**src/rtl/load_store_unit.sv**
```systemverilog
// load_store_unit: RISC-V load/store sequencer with lane alignment and sign extension.
// Optional BUSY timeout via `define LSU_TIMEOUT_EN.
module load_store_unit #(
  parameter int N       = 32,
  parameter int TIMEOUT = 255
) (
  input  logic           clock,
  input  logic           reset,
  input  logic           req_valid,
  output logic           req_ready,
  input  logic           req_write,
  input  logic [2:0]     req_funct3,
  input  logic [N-1:0]   req_addr,
  input  logic [N-1:0]   req_wdata,
  output logic           resp_valid,
  output logic [N-1:0]   resp_rdata,
  output logic [1:0]     resp_err,
  output logic           mem_req,
  output logic           mem_we,
  output logic [N-1:0]   mem_addr,
  output logic [N/8-1:0] mem_be,
  output logic [N-1:0]   mem_wdata,
  input  logic           mem_ack,
  input  logic [N-1:0]   mem_rdata
);
  localparam int B  = N / 8;
  localparam int OW = $clog2(B);
  typedef enum logic [1:0] {IDLE, BUSY, RESP} state_t;
  state_t state, next;
  logic [OW-1:0] off, off_q;
  logic [1:0]    sz;
  logic [2:0]    f3_q;
  logic [B-1:0]  mask;
  logic [N-1:0]  sh, ext;
  logic          legal, misal, accept, go, tmo;
  assign off    = req_addr[OW-1:0];
  assign sz     = req_funct3[1:0];
  assign accept = req_valid && state == IDLE;
  assign go     = accept && legal && !misal;
  assign legal  = req_write
    ? (req_funct3 inside {3'b000, 3'b001, 3'b010} || (N == 64 && req_funct3 == 3'b011))
    : (req_funct3 inside {3'b000, 3'b001, 3'b010, 3'b100, 3'b101} ||
       (N == 64 && req_funct3 inside {3'b011, 3'b110}));
  assign misal = sz == 2'd1 ? req_addr[0] : sz == 2'd2 ? |req_addr[1:0] :
                 sz == 2'd3 ? |req_addr[2:0] : 1'b0;
  assign mask  = sz == 2'd0 ? B'(8'h01) : sz == 2'd1 ? B'(8'h03) :
                 sz == 2'd2 ? B'(8'h0F) : B'(8'hFF);
`ifdef LSU_TIMEOUT_EN
  localparam int CW = $clog2(TIMEOUT + 1);
  logic [CW-1:0] cnt;
  always_ff @(posedge clock)
    cnt <= (reset || state != BUSY) ? '0 : cnt + CW'(1);
  assign tmo = cnt == CW'(TIMEOUT - 1);
`else
  localparam int unused_timeout = TIMEOUT;
  assign tmo = 1'b0;
`endif
  always_ff @(posedge clock)
    state <= reset ? IDLE : next;
  always_comb
    next = state == IDLE ? (req_valid ? ((!legal || misal) ? RESP : BUSY) : IDLE) :
           state == BUSY ? ((mem_ack || tmo) ? RESP : BUSY) : IDLE;
  always_comb begin
    req_ready  = state == IDLE;
    mem_req    = state == BUSY;
    resp_valid = state == RESP;
  end
  // Load data is realigned to bit 0 using the offset captured at accept.
  assign sh = mem_rdata >> {off_q, 3'b000};
  always_comb
    ext = f3_q == 3'b000 ? N'($signed(sh[7:0]))  :
          f3_q == 3'b001 ? N'($signed(sh[15:0])) :
          f3_q == 3'b010 ? N'($signed(sh[31:0])) :
          f3_q == 3'b100 ? N'(sh[7:0])           :
          f3_q == 3'b101 ? N'(sh[15:0])          :
          f3_q == 3'b110 ? N'(sh[31:0])          : sh;
  always_ff @(posedge clock)
    if (reset) begin
      mem_we     <= 1'b0;
      mem_addr   <= '0;
      mem_be     <= '0;
      mem_wdata  <= '0;
      resp_err   <= 2'b00;
      resp_rdata <= '0;
      f3_q       <= '0;
      off_q      <= '0;
    end else begin
      if (go) begin
        mem_we    <= req_write;
        mem_addr  <= req_addr & ~N'(B - 1);
        mem_be    <= mask << off;
        mem_wdata <= req_wdata << {off, 3'b000};
        f3_q      <= req_funct3;
        off_q     <= off;
      end
      if (accept && !go) begin
        resp_err   <= legal ? 2'b01 : 2'b10;
        resp_rdata <= '0;
      end
      if (state == BUSY && mem_ack) begin
        resp_err   <= 2'b00;
        resp_rdata <= mem_we ? '0 : ext;
      end else if (state == BUSY && tmo) begin
        resp_err   <= 2'b11;
        resp_rdata <= '0;
      end
    end
endmodule

```
**config.mk**
```make
export PLATFORM = sky130hd
export DESIGN_NAME = load_store_unit
export DESIGN_NICKNAME = d
export VERILOG_FILES = /design/src/rtl/load_store_unit.sv
export SDC_FILE = /design/constraint.sdc
export NUM_CORES = 1
export LEC_CHECK = 0
export CORE_MARGIN = 5
export CORE_UTILIZATION = 39
export DETAILED_ROUTE_END_ITERATION = 10
export HOLD_SLACK_MARGIN = 0.15
export PLACE_DENSITY = 0.76
export SLEW_MARGIN = 20
export SYNTH_ARGS = -nofsm -noshare
export SYNTH_HDL_FRONTEND = slang
export SYNTH_SLANG_ARGS = --single-unit
export TNS_END_PERCENT = 50
```
**constraint.sdc**
```tcl
create_clock -name clock -period 1.8 [get_ports clock]
set_input_delay 0.45 -clock clock [delete_from_list [all_inputs] [get_ports clock]]
set_output_delay 0.45 -clock clock [all_outputs]
set_load 0.01 [all_outputs]
```
# Word-level counts from Yosys, hierarchy flattened

Index checks and enable logic that the tools add are counted.

Register bits: 108
Bits in latches: 0
Bits in writable memories: 0
Bits in read-only memories: 0
Input bits: 104
Output and inout port bits: 106
Logic and storage cells: 64
Memories kept: 0

Add/sub/neg operators: 0
Multiply operators: 0
Divide/modulo/power cells: 0
Order comparisons: 0
Equality and inequality tests: 13
Shift-type cells: 3
Mux-type cells: 20
Bitwise operators: 0
Reductions and logical operators: 19

Operator list:

| cell                                           | count |
|---|---|
| 2-to-1 mux 32 bit                              | 8 |
| << shifter 32 x 5 -> 32 bit                    | 1 |
| >> shifter 32 x 5 -> 32 bit                    | 1 |
| == test 3 bit (second input constant)          | 4 |
| 2-to-1 mux 2 bit                               | 6 |
| 2-to-1 mux 4 bit                               | 2 |
| == test 2 bit (second input constant)          | 3 |
| == test 3 x 1 -> 1 bit (second input constant) | 2 |
| == test 3 x 2 -> 1 bit (second input constant) | 2 |
| logical NOT 3 bit                              | 2 |
| logical AND 1 bit                              | 5 |
| nonzero test 5 bit                             | 1 |
| == test 2 x 1 -> 1 bit (second input constant) | 2 |
| logical NOT 2 bit                              | 2 |
| 2-to-1 mux 1 bit                               | 4 |
| OR reduction 2 bit                             | 2 |
| << shifter 4 x 2 -> 4 bit                      | 1 |
| logical NOT 1 bit                              | 3 |
| nonzero test 3 bit                             | 1 |
| OR reduction 3 bit                             | 1 |
| nonzero test 2 bit                             | 1 |
| logical OR 1 bit                               | 1 |

# Logic depth before layout (Yosys ltp)

Gate-level depths: netlist (run 1).

Depth in word-level cells: 10
Mapped depth: 7
Mapped depth without buffers: 4

# Worst setup path before layout (run 1)

Ideal clock, no wire load.

Kind: in2reg
Start: input port req_valid
End: register mem_wdata[11]
Library setup time: 0.070 ns
Arrival: 1.890 ns
Required time: 1.730 ns
Slack: -0.160 ns
Cell stages on the path: 5
Path buffers: 1
Cells stage by stage: or3b_4 > a211o_4 > buf_6 > or4_1 > a21oi_1

Longest elaborated chain between the ends: 3

RTL lines:

| element                         | line | RTL |
|---|---|---|
| start: declaration              | 9    | `input logic req_valid,` |
| logical AND 1 bit               | 38   | `assign accept = req_valid && state == IDLE;` |
| logical AND 1 bit (2 in series) | 39   | `assign go = accept && legal && !misal;` |
| end signal: assignment          | 92   | `mem_wdata <= req_wdata << {off, 3'b000};` |
| end: declaration                | 22   | `output logic [N-1:0] mem_wdata,` |

No other way between the ends.
A chain may end at the register's enable or synchronous reset.

# Final worst setup path (run 1)

Start: register state[0]
End: register mem_wdata[30]

Longest elaborated chain between the ends: 4

RTL lines:

| element                         | line | RTL |
|---|---|---|
| start: declaration              | 29   | `state_t state, next;` |
| start signal: assignment        | 59   | `state <= reset ? IDLE : next;` |
| logical NOT 2 bit               | 38   |  |
| logical AND 1 bit               | 38   |  |
| logical AND 1 bit (2 in series) | 39   |  |

No other way between the ends.

==> impl_metrics.tcl, run 1 <==
set metrics [dict create \
    power_density_nw_per_um2 670.5 \
    arrival_ps 2170 \
    antenna_found_initial 1 \
    fillers 981 \
    cap_violations 0 \
    fin_crit_sh_pct 105.2 \
    synth_common_cells "108 x dfxtp_1, 82 x a21oi_1, 74 x o21ai_0" \
    detail_route.iter0.violations 484 \
    synth_enable_flop_cells 0 \
    cts_made_buffers 9 \
    fmax_mhz 528.0 \
    yosysTopAreaCellShare_pct 41.62 \
    htreeDepth 3 \
    whs_ps 456.4 \
    path_cells "or3b_4 -> buf_6 -> a211oi_4 -> buf_6 -> buf_12 -> clkbuf_16 -> nand3_1 -> a21oi_1" \
    portBuffers 207 \
    place_area_sq_um 7795 \
    layout.cells.non_filler 1040 \
    tightest_slew_ps 927.4 \
    track_usage_pct 24.31 \
    overflow 0 \
    hold_viol 0 \
    tns_ps -2239 \
    vias 6049 \
    async_reset_ff_share_pct 0 \
    seq_area_sq_um 2165 \
    critPathBufInv 4 \
    cts_max_path_buffers 2 \
    wire_per_inst_um 20.34 \
    ant_nets 0 \
    ir_drop_v 0.0004303 \
    slowest_delay_ps 450 \
    ys_ff_latch 108 \
    finClkSkew_ps 3.975 \
    clockRootBuffer "clkbuf_16" \
    setup_violations 58 \
    min_period_ps 1894 \
    place.gp.congestion 0.9489 \
    status "finished, violations left" \
    grt_first_pass_wirelength_mm 31.35 \
    grt_pass1_vias 5949 \
    hp-class "in -> reg" \
    dieArea_sq_um 15730 \
    drv_slew 0 \
    critical_path_required_ps 2080 \
    clk_pin_slew_ps 70 \
    seq_area_frac_synth_pct 41.62 \
    critical-path-top-delay-family "buffers and inverters" \
    syn-instance-count 620 \
    yosysWarnings 0 \
    fin_area_sq_um 8929 \
    ys.flop_type "dfxtp_1" \
    drc 0 \
    clkLatencyLatePin_ps 350 \
    finalNetCount 963 \
    yosysTopAreaCell "dfxtp_1" \
    slowest_stage "or3b_4" \
    leakagePower_nw 3.134 \
    antenna_cells 0 \
    die_h_um 125.4 \
    grt_max_degree 32 \
    area_growth_pct 71.87 \
    violations "setup timing" \
    worstSetupPathType "reg -> reg" \
    totalWireLength_mm 21.16 \
    die_w_um 125.4 \
    dr.pass1.iters 5 \
    crit_fanout 8 \
    multi_input_area_sq_um 3077 \
    synth.most_common_cell "dfxtp_1" \
    cp_common_cell "buf_6" \
    drive_above_1_share_pct 21.64 \
    rows 42 \
    rsz0062_at_grt "true" \
    synthTopCellsByArea "dfxtp_1 42%, mux2i_1 9.4%, a21oi_1 7.9%, o21ai_0 7.1%, o32ai_1 5.1%" \
    maxSlewHeadroom_pct 37.95 \
    cp-end-kind "register" \
    synth_cell_types 41 \
    core_area_sq_um 13140 \
    syn-cell-area_sq_um 5195 \
    synth_area_per_cell_sq_um 8.379 \
    cts.sinks 108 \
    pin_count 210 \
    start_kind "register" \
    dp_hpwl_mm 13.59 \
    tritoncts "built" \
    via_per_inst 5.816 \
    setup_slack_ps -93.96 \
    place_inst 998 \
    initial_core_util_pct 39.54 \
]
-- per-layer routing --
metal,global-route usage [%],vias up,routed length [um]
met5,0,-,7
met4,9.120,2,743
met3,5.160,72,1555
met2,42.58,312,10520
met1,29.26,2905,8336
li1,-,2758,-
-- worst paths after layout --
path | start | end | slack [ps] | depth (start not counted)
setup / recovery | state[0] | mem_wdata[30] | -90 | 8
hold / removal | reset | resp_rdata[6] | 460 | 2
setup reg to reg | state[0] | mem_wdata[30] | -90 | 8
hold reg to reg | mem_addr[3] | mem_addr[3] | 470 | 2
-- registers in the layout, indices dropped and copies added, names as in the netlist --
name / flops
f3_q: 3
mem_addr: 30
mem_be: 4
mem_wdata: 32
mem_we: 1
off_q: 2
resp_err: 2
resp_rdata: 32
state: 2
-- what timing repair did --
action,in CTS,in global routing
gates cloned,7,6
pin swaps,18,39
hold buffers,0,0
buffers inserted,12,2
resized for setup,38,113
endpoints found under the setup margin,109,104
-- placed cells by master, fill, tap and decap left out, types with 13 or more instances in the layout --
cell type	n
buf_4	53
clkdlybuf4s50_1	190
dfxtp_1	106
a21oi_2	25
o21ai_1	21
inv_1	31
a21oi_1	55
clkbuf_16	14
mux2i_1	49
o32ai_1	30
a211oi_1	16
nand3_1	33
nor2_1	29
o21ai_2	13
o21ai_0	39
nand2b_1	13
-- metrics by stage --
step                setup WS [ps]  utilization [%]  total power, mW
global route               -149.0            67.96            6.194
detailed placement         -685.4            59.33            3.693
finish                     -93.96            67.96            5.987
global placement           -581.0            59.33            3.663
floorplan                  -115.7                -            3.056
CTS                        -102.1            64.39            5.809
-- power breakdown --
group	switching, mW	leakage (nW)	total [mW]	internal (mW)
combinational	0.726	2.11	1.48	0.753
clock	0.926	0.147	2.01	1.08
sequential	0.0429	0.875	2.50	2.45
-- cell families after synthesis --
family	Yosys count	synth area share, %
AO/OA/AOI/OAI	227	26.30
buffers and inverters	97	7.515
flip-flops	108	41.62
multiplexers	57	11.39
other	1	0.07219
AND/OR/NAND/NOR	130	13.10
-- layout make-up --
cell class	count	area share, %
Multi-Input combinational cell	418	34.46
Timing Repair Buffer	290	34.22
Sequential cell	108	24.24
Clock buffer	10	2.564
Tap cell	176	2.466
Inverter	32	1.345
Clock inverter	6	0.7007
No activity file was read; power rests on OpenSTA's default activity.
==> inputs of run 2 (changes only) <==
--- a/config.mk
+++ b/config.mk
@@ -5,12 +5,12 @@
 export SDC_FILE = /design/constraint.sdc
 export NUM_CORES = 1
 export LEC_CHECK = 0
+export CAP_MARGIN = 20
 export CORE_MARGIN = 5
 export CORE_UTILIZATION = 39
 export DETAILED_ROUTE_END_ITERATION = 10
 export HOLD_SLACK_MARGIN = 0.15
 export PLACE_DENSITY = 0.76
-export SLEW_MARGIN = 20
 export SYNTH_ARGS = -nofsm -noshare
 export SYNTH_HDL_FRONTEND = slang
 export SYNTH_SLANG_ARGS = --single-unit
==> results of run 2 <==
The final DEF is identical to that of run 1; final timing and power are the same.
